`src/rtl/alu_program_sequencer.sv`:
```
// -----------------------------------------------------------------------------
// alu_program_sequencer
//
// Runs short command programs against the 8-register/ALU CPU core, so the host
// does not have to drive the core's command port on every cycle.
//
// How to use it:
//   1. While the block is idle, the host writes 16-bit instruction words into
//      a local program memory.
//   2. The host pulses start. The block then runs from address 0.
//   3. For each word it fetches, decodes, and issues a LOAD or OP command to
//      the core. It keeps the core's OP busy window and supports one counted
//      loop. It finishes on HALT, or when the program counter runs past the
//      last address.
//
// Instruction word (ir[15:14] selects the kind):
//   00 LOAD : opcode={ir[13:11],4'b0}, data_in=ir[7:0], load=1
//   01 OP   : opcode=ir[13:7], cin=ir[1], cout=ir[0]
//   10 CTRL : ir[13]=0 SETCNT cnt=ir[7:0]
//             ir[13]=1 DJNZ   cnt=cnt-1, jump to ir[ADDR_W-1:0] if new cnt!=0
//   11 HALT
//
// Ports:
//   clk, rst                 clock; asynchronous active-high reset
//   prog_we_i/prog_addr_i/   program memory write port. Writes are accepted
//   prog_wdata_i             only while idle.
//   start_i                  1-cycle pulse that starts a run from address 0.
//                            Ignored while busy.
//   busy_o                   high from the cycle after start until the done
//                            cycle, inclusive
//   done_o                   1-cycle completion pulse (HALT or overrun)
//   err_o                    sticky overrun flag; cleared by the next start
//   cpu_data_in_o, cpu_opcode_o, cpu_cin_o, cpu_cout_o, cpu_load_o, cpu_ce_o
//                            registered command to the core. cpu_ce_o pulses
//                            for exactly one cycle per issued command.
//
// Reset clears all state and outputs. It does not clear the program memory.
// -----------------------------------------------------------------------------
module alu_program_sequencer #(
  parameter int ADDR_W = 5,
  parameter int OP_GAP = 1
) (
  input  logic              clk,
  input  logic              rst,
  input  logic              prog_we_i,
  input  logic [ADDR_W-1:0] prog_addr_i,
  input  logic [15:0]       prog_wdata_i,
  input  logic              start_i,
  output logic              busy_o,
  output logic              done_o,
  output logic              err_o,
  output logic [7:0]        cpu_data_in_o,
  output logic [6:0]        cpu_opcode_o,
  output logic              cpu_cin_o,
  output logic              cpu_cout_o,
  output logic              cpu_load_o,
  output logic              cpu_ce_o
);

  localparam int DEPTH = 2 ** ADDR_W;
  localparam int GAP_W = $clog2(OP_GAP + 2);

  typedef enum logic [2:0] {S_IDLE, S_FETCH, S_EXEC, S_GAP, S_DONE} state_e;
  typedef enum logic [1:0] {K_LOAD = 2'b00, K_OP = 2'b01, K_CTRL = 2'b10, K_HALT = 2'b11} kind_e;

  state_e            state_q, state_d;
  logic [ADDR_W-1:0] pc_q, pc_d;
  logic [7:0]        cnt_q, cnt_d;
  logic [15:0]       ir_q, ir_d;
  logic [GAP_W-1:0]  gap_q, gap_d;
  logic              busy_q, busy_d;
  logic              err_q, err_d;
  logic [7:0]        data_q, data_d;
  logic [6:0]        opcode_q, opcode_d;
  logic              cin_q, cin_d;
  logic              cout_q, cout_d;
  logic              load_q, load_d;
  logic              ce_q, ce_d;

  logic [15:0]       mem_q [DEPTH];

  // NOTE: the program memory has no reset. It must keep its contents across
  // rst, and leaving it out of the reset tree also lets it map onto RAM.
  always_ff @(posedge clk) begin
    if (prog_we_i && state_q == S_IDLE) begin
      mem_q[prog_addr_i] <= prog_wdata_i;
    end
  end

  // NOTE: sequential state uses non-blocking assignments only. Every register
  // then samples the values from before the edge, whatever the statement
  // order is.
  always_ff @(posedge clk or posedge rst) begin
    if (rst) begin
      state_q  <= S_IDLE;
      pc_q     <= '0;
      cnt_q    <= '0;
      ir_q     <= '0;
      gap_q    <= '0;
      busy_q   <= 1'b0;
      err_q    <= 1'b0;
      data_q   <= '0;
      opcode_q <= '0;
      cin_q    <= 1'b0;
      cout_q   <= 1'b0;
      load_q   <= 1'b0;
      ce_q     <= 1'b0;
    end else begin
      state_q  <= state_d;
      pc_q     <= pc_d;
      cnt_q    <= cnt_d;
      ir_q     <= ir_d;
      gap_q    <= gap_d;
      busy_q   <= busy_d;
      err_q    <= err_d;
      data_q   <= data_d;
      opcode_q <= opcode_d;
      cin_q    <= cin_d;
      cout_q   <= cout_d;
      load_q   <= load_d;
      ce_q     <= ce_d;
    end
  end

  kind_e      kind;
  logic [7:0] cnt_dec;
  logic       jump;

  always_comb begin
    // NOTE: every signal gets a default before the case statement. No path
    // can then leave a signal unassigned, so no latch is inferred.
    state_d  = state_q;
    pc_d     = pc_q;
    cnt_d    = cnt_q;
    ir_d     = ir_q;
    gap_d    = gap_q;
    busy_d   = busy_q;
    err_d    = err_q;
    // Command fields default to 0, so every command lasts exactly one cycle.
    data_d   = '0;
    opcode_d = '0;
    cin_d    = 1'b0;
    cout_d   = 1'b0;
    load_d   = 1'b0;
    ce_d     = 1'b0;
    kind     = kind_e'(ir_q[15:14]);
    cnt_dec  = cnt_q - 8'd1;
    jump     = 1'b0;

    case (state_q)
      S_IDLE: begin
        if (start_i) begin
          pc_d    = '0;
          err_d   = 1'b0;
          busy_d  = 1'b1;
          state_d = S_FETCH;
        end
      end

      S_FETCH: begin
        ir_d    = mem_q[pc_q];
        state_d = S_EXEC;
      end

      S_EXEC: begin
        pc_d = pc_q + ADDR_W'(1);
        case (kind)
          K_LOAD: begin
            opcode_d = {ir_q[13:11], 4'b0000};
            data_d   = ir_q[7:0];
            load_d   = 1'b1;
            ce_d     = 1'b1;
            state_d  = S_FETCH;
          end
          K_OP: begin
            opcode_d = ir_q[13:7];
            cin_d    = ir_q[1];
            cout_d   = ir_q[0];
            ce_d     = 1'b1;
            gap_d    = GAP_W'(OP_GAP);
            state_d  = S_GAP;
          end
          K_CTRL: begin
            if (ir_q[13]) begin
              // DJNZ: the 8-bit wrap makes cnt=0 loop 256 times.
              cnt_d = cnt_dec;
              if (cnt_dec != 8'd0) begin
                pc_d = ir_q[ADDR_W-1:0];
                jump = 1'b1;
              end
            end else begin
              cnt_d = ir_q[7:0];
            end
            state_d = S_FETCH;
          end
          default: begin
            state_d = S_DONE;
          end
        endcase
        // Falling off the last address still issues this word, then stops
        // the run with err set.
        if ((&pc_q) && kind != K_HALT && !jump) begin
          err_d   = 1'b1;
          state_d = S_DONE;
        end
      end

      S_GAP: begin
        // The first GAP cycle is the OP's own ce cycle. OP_GAP idle cycles
        // follow, so OP issues are 3+OP_GAP cycles apart.
        if (gap_q == '0) begin
          state_d = S_FETCH;
        end else begin
          gap_d = gap_q - GAP_W'(1);
        end
      end

      S_DONE: begin
        busy_d  = 1'b0;
        state_d = S_IDLE;
      end

      default: begin
        state_d = S_IDLE;
      end
    endcase
  end

  assign busy_o        = busy_q;
  assign done_o        = (state_q == S_DONE);
  assign err_o         = err_q;
  assign cpu_data_in_o = data_q;
  assign cpu_opcode_o  = opcode_q;
  assign cpu_cin_o     = cin_q;
  assign cpu_cout_o    = cout_q;
  assign cpu_load_o    = load_q;
  assign cpu_ce_o      = ce_q;

endmodule

```
`config.mk`:
```
export PLATFORM = sky130hd
export DESIGN_NAME = alu_program_sequencer
export DESIGN_NICKNAME = d
export VERILOG_FILES = /design/src/rtl/alu_program_sequencer.sv
export SDC_FILE = /design/constraint.sdc
export NUM_CORES = 1
export LEC_CHECK = 0
export CAP_MARGIN = 0
export CORE_MARGIN = 1.5
export CORE_UTILIZATION = 46
export DETAILED_ROUTE_END_ITERATION = 16
export MAX_ROUTING_LAYER = met4
export PLACE_DENSITY = 0.7
export SLEW_MARGIN = 30
export SYNTH_ARGS = -nofsm -noshare
export SYNTH_HDL_FRONTEND = slang
export SYNTH_SLANG_ARGS = --single-unit
```
`constraint.sdc`:
```
create_clock -name clk -period 2.7 [get_ports clk]
set_input_delay 0.27 -clock clk [delete_from_list [all_inputs] [get_ports clk]]
set_output_delay 0.27 -clock clk [all_outputs]
set_load 0.005 [all_outputs]
```
==> qor.yml, run 1 <==
pwr:
  power.total_mw: 24.0
  powerDensity_nw_per_um2: 933
  leakage_nw: 8.35
  vdd_drop_max_mv: 0.506
placement:
  post-dp-hpwl_mm: 31.8
  port_buffers: 46
  dpl.cell_count: 1785
  gp_congestion: 0.854
synthesis:
  synth_cells: 1103
  yosysSeqAreaShare: 0.761
  syn-num-nets: 1133
  ys_ff_latch: 567
  avgSynthCellArea_um2: 20.0
  synthesis.area_um2: 22000
  yosys.cell_types.count: 50
  synth_edf_count: 512
  synth_warnings: 0
  ys_async_sr_fraction: 0.0970
  synth_ff_type: "edfxtp_1"
routing:
  wire_per_inst_um: 27.2
  drc: 0
  vias: 11400
  via_per_inst: 6.03
  drt_iter0_drc: 1561
  ant_nets: 0
  drt_first_pass_iters: 8
  routed_wl_mm: 51.5
grt:
  overflow: 0
  antenna_found_initial: 0
  grt_pass1_wl_mm: 76.6
  grt_start_max_net_pins: 35
  grt_pass1_vias: 11500
  grt_usage: 0.220
cts:
  clkTransAtPathRegs_ps: 60
  cts_setup_buffers: 0
  htree_num_levels: 2
  clk_path_buf_depth: 3
  cts_tree: "built"
  root_buffer: "clkbuf_16"
  clock_latency_ps: 610
  cts_buffers: 56
  cts.sink_count: 567
  holdBufCountCts: 0
  cts_resized: 0
timing:
  rsz0062_at_grt: "false"
  fin_crit_sh: 0.948
  report.final.slew_viol_count: 0
  finalSetupViolCount: 0
  layout_min_cycle_time_ps: 2560
  fmax_mhz: 391
  hold_viol: 0
  whs_ps: 60.8
  relSlewSlack: 0.469
  clock_skew_ps: 22.9
  setup_tns_ps: 0
  tightest_slew_ps: 796
worst_setup_path:
  cp-end-kind: "flip-flop"
  reg2reg_from: "pc_q[1]"
  path_cells: "buf_12 -> buf_4 -> mux4_2 -> o22ai_1 -> nor3_1 -> a21oi_1 -> a21oi_1"
  required_ps: 3160
  crit_type: "flip-flop to flip-flop"
  r2r_cells: 7
  crit_slowest_cell: "dfrtp_4"
  cp_common_cell: "a21oi_1"
  regToRegSetupSlack_ps: 140
  startpoint: "pc_q[1]"
  cp.arrival_ps: 3020
  cpPeakStageDelay_ps: 750
  path_max_fanout: 30
  critical_path.startpoint_type: "flip-flop"
floorplanning:
  row_count: 79
  start_util: 0.470
  die_area_um2: 49200
  die_h_um: 222
  core_region_area_um2: 46900
  die_w_um: 222
  num_io_pins: 47
min_path:
  hp-class: "input pin to asynchronous set/reset pin"
final_layout:
  drive_gt1_frac: 0.254
  layout_commonest_cell: "edfxtp_1"
  final_cell_mix: "512 x edfxtp_1, 128 x mux4_2, 77 x buf_4"
  antenna_cells: 0
  layout.cells.non_filler: 1889
  utilization: 0.548
  syn2layout_area_growth_pct: 16.6
  finalNetCount: 1266
run_status:
  outcome: "complete, no violations"
run:
  cap_violations: 0
-- area by class of cell --
| type | count | area (µm²) |
|---|---|---|
| clock buffer | 69 | 1480 |
| sequential | 567 | 16800 |
| clock inverter | 35 | 388 |
| inverter | 10 | 37.5 |
| multi-input combinational | 465 | 4960 |
| tap | 607 | 759 |
| timing repair buffer | 136 | 1300 |
| fill | 3541 | 21200 |
-- state kept, by name, indices dropped and copies added (netlist names) --
register	flops
gap_q	2
cpu_data_in_o	8
cpu_cout_o	1
cpu_ce_o	1
state_q	3
pc_q	5
cpu_load_o	1
err_o	1
ir_q	16
cpu_opcode_o	7
cpu_cin_o	1
mem_q	512
busy_o	1
cnt_q	8
-- metal layers --
layer	track usage	vias up	wire, µm
met3	0.0415	85	4580
met4	0.0548	0	1050
li1	-	4789	-
met1	0.304	5992	21000
met2	0.343	525	24800
met5	-	-	0
-- report_power, final --
group / switching, mW / leakage [nW] / total [mW] / internal [mW]
Combinational: 2.95 / 2.16 / 5.59 / 2.64
Sequential: 0.558 / 5.29 / 10.5 / 9.95
Clock: 3.22 / 0.902 / 7.87 / 4.66
-- per-stage QoR --
step	worst slack [ps]	cell area, µm²
2_1_floorplan	456	22000
3_3_place_gp	210	23800
3_5_place_dp	191	23800
4_1_cts	141	25700
5_1_grt	116	25700
6_report	141	25700
-- cell usage after synthesis, types with 2 or more instances --
| cell | number | area [µm²] |
|---|---|---|
| nand2_1 | 27 | 101 |
| a211oi_1 | 17 | 128 |
| o22a_1 | 10 | 87.6 |
| or3_1 | 4 | 25.0 |
| and2_1 | 23 | 144 |
| nand3_1 | 6 | 30.0 |
| nand3b_1 | 4 | 30.0 |
| nor2b_1 | 3 | 18.8 |
| nor4_1 | 4 | 25.0 |
| mux2_2 | 3 | 33.8 |
| o21ai_0 | 11 | 55.1 |
| mux4_2 | 128 | 2880 |
| nor3b_1 | 3 | 22.5 |
| o221ai_1 | 3 | 26.3 |
| a21oi_1 | 43 | 215 |
| buf_2 | 8 | 40.0 |
| or2_2 | 2 | 12.5 |
| buf_4 | 12 | 90.1 |
| nor2_1 | 56 | 210 |
| nand2b_1 | 4 | 25.0 |
| ha_1 | 5 | 62.6 |
| nor3_1 | 16 | 80.1 |
| edfxtp_1 | 512 | 15400 |
| buf_1 | 4 | 15.0 |
| o21ai_1 | 6 | 30.0 |
| and3_1 | 10 | 62.6 |
| xnor2_1 | 2 | 17.5 |
| and2_0 | 2 | 12.5 |
| o22ai_1 | 36 | 225 |
| a31oi_1 | 4 | 25.0 |
| clkbuf_1 | 36 | 135 |
| inv_1 | 10 | 37.5 |
| mux2i_1 | 18 | 180 |
| dfrtp_1 | 55 | 1380 |
-- critical path: cells and delay by family, from the launching register on --
family,cells,cell delay [ps]
flops,1,750
simple gates,1,200
mux,1,320
compound gates,3,620
buf+inv,2,470
-- worst paths after layout --
check                                       end
worst max-delay path                    ir_q[1]
min in group clk                     state_q[0]
max in group asynchronous               pc_q[0]
worst max register to register          ir_q[1]
worst min register to register         gap_q[0]
worst min-delay path            cpu_opcode_o[0]
-- cells by family after synthesis --
group,share of synthesized area
xor+xnor,0.000796
compound gates,0.0395
buf+inv,0.0149
mux,0.141
simple gates,0.0407
flops,0.761
fa+ha+maj,0.00284
Note: power is estimated with default switching activity, not from simulation.
==> inputs of run 2 (changes only) <==
CTS_BUF_LIST = sky130_fd_sc_hd__clkbuf_8   (was default)
==> qor.yml, run 2 (synthesized netlist as in run 1, its figures left out) <==
cts:
  clkTransAtPathRegs_ps: 70
  clk_path_buf_depth: 3
  cts_tree: "built"
  root_buffer: "clkbuf_8"
  clock_latency_ps: 680
  cts.sink_count: 567
  htree_num_levels: 3
  holdBufCountCts: 1
  cts_buffers: 90
  cts_resized: 0
  cts_setup_buffers: 0
worst_setup_path:
  path_max_fanout: 27
  reg2reg_from: "pc_q[0]"
  r2r_cells: 6
  cp-end-kind: "flip-flop"
  regToRegSetupSlack_ps: 150
  timing.rr.end: "ir_q[15]"
  crit_type: "flip-flop to flip-flop"
  critical_path.startpoint_type: "flip-flop"
  cp.arrival_ps: 3110
  required_ps: 3250
timing:
  layout_min_cycle_time_ps: 2550
  clock_skew_ps: 55.3
  finalSetupViolCount: 0
  fmax_mhz: 391
  tightest_slew_ps: 833
  fin_crit_sh: 0.946
  relSlewSlack: 0.445
  setup_tns_ps: 0
  rsz0062_at_grt: "false"
  hold_viol: 0
  report.final.slew_viol_count: 0
  fin_ws_ps: 145
  whs_ps: 306
floorplanning:
  die_h_um: 222
  num_io_pins: 47
  die_area_um2: 49200
  start_util: 0.470
  core_region_area_um2: 46900
  row_count: 79
  die_w_um: 222
pwr:
  powerDensity_nw_per_um2: 916
  leakage_nw: 8.50
  vdd_drop_max_mv: 0.410
final_layout:
  utilization: 0.548
  fillers: 3570
  syn2layout_area_growth_pct: 16.6
  drive_gt1_frac: 0.273
  top_register: "mem_q"
  layout_commonest_cell: "edfxtp_1"
  final_area_um2: 25700
  final_cell_mix: "512 x edfxtp_1, 128 x mux4_2, 98 x clkbuf_8"
  finalNetCount: 1301
  largest_register_ffs: 512
  top_regs: "mem_q (512), ir_q (16)"
routing:
  routed_wl_mm: 52.1
  drt_iter0_drc: 1566
  ant_nets: 0
  vias: 11600
  wire_per_inst_um: 26.6
  drc: 0
  via_per_inst: 5.91
  drt_first_pass_iters: 5
placement:
  port_buffers: 46
  post-dp-hpwl_mm: 31.8
  pre_cts_slack_ps: 191
  gp_congestion: 0.854
  dpl-instance-area_um2: 23800
grt:
  grt_pass1_wl_mm: 77.2
  antenna_found_initial: 1
  grt_start_max_net_pins: 35
  overflow: 0
  grt_usage: 0.223
  grt_pass1_vias: 11800
min_path:
  hold-path-endpoint: "state_q[0]"
  hp-class: "input pin to flip-flop"
  hold_depth: 3
  hp-start: "start_i"
run:
  cap_violations: 0
run_status:
  outcome: "complete, no violations"
## run 2: how the worst max path moves through the flow
stage | end | slack [ps] | start
global placement | ir_q[15] | 210 | pc_q[0]
floorplan | mem_q[24][0] | 460 | state_q[1]
detailed placement | ir_q[1] | 190 | pc_q[1]
global route | ir_q[15] | 80 | pc_q[0]
finish | ir_q[15] | 150 | pc_q[0]
CTS | ir_q[1] | 180 | pc_q[1]
## run 2: per-layer routing
| layer | part of all wire | global-route usage | vias to the layer above |
|---|---|---|---|
| li1 | - | - | 4886 |
| met1 | 0.41 | 0.304 | 6053 |
| met2 | 0.48 | 0.344 | 549 |
| met3 | 0.087 | 0.0433 | 72 |
| met4 | 0.020 | 0.0676 | 0 |
| met5 | 0 | - | - |
## run 2: critical path, stage by stage, from the launching register on
cell     delay [ps]
dfrtp_4         540
buf_12          280
mux4_2          530
mux2i_1         310
a21oi_1         180
a21oi_1         430
a21oi_1         120
## run 2: layout make-up
cell class / instances / area (µm²) / area share
inverters: 10 / 37.5 / 0.00146
repair buffers: 137 / 1310 / 0.0510
diodes: 1 / 2.50 / 0.0000975
clock inverters: 71 / 499 / 0.0194
multi-input cells: 465 / 4960 / 0.193
clock buffers: 98 / 1350 / 0.0525
flip-flops and latches: 567 / 16800 / 0.653
well taps: 607 / 759 / 0.0296
## run 2: power by group
| part | leakage [nW] | total [mW] | switching [mW] | internal, mW |
|---|---|---|---|---|
| combinational | 2.16 | 5.60 | 2.96 | 2.64 |
| sequential | 5.29 | 10.5 | 0.560 | 9.95 |
| clock | 1.05 | 7.41 | 3.37 | 4.05 |
## run 2: per-stage QoR
step | total power [mW] | instances
2_1_floorplan | 14.2 | 1103
3_3_place_gp | 16.2 | 1785
3_5_place_dp | 16.3 | 1785
4_1_cts | 23.6 | 1955
5_1_grt | 24.4 | 1955
6_report | 23.5 | 1956
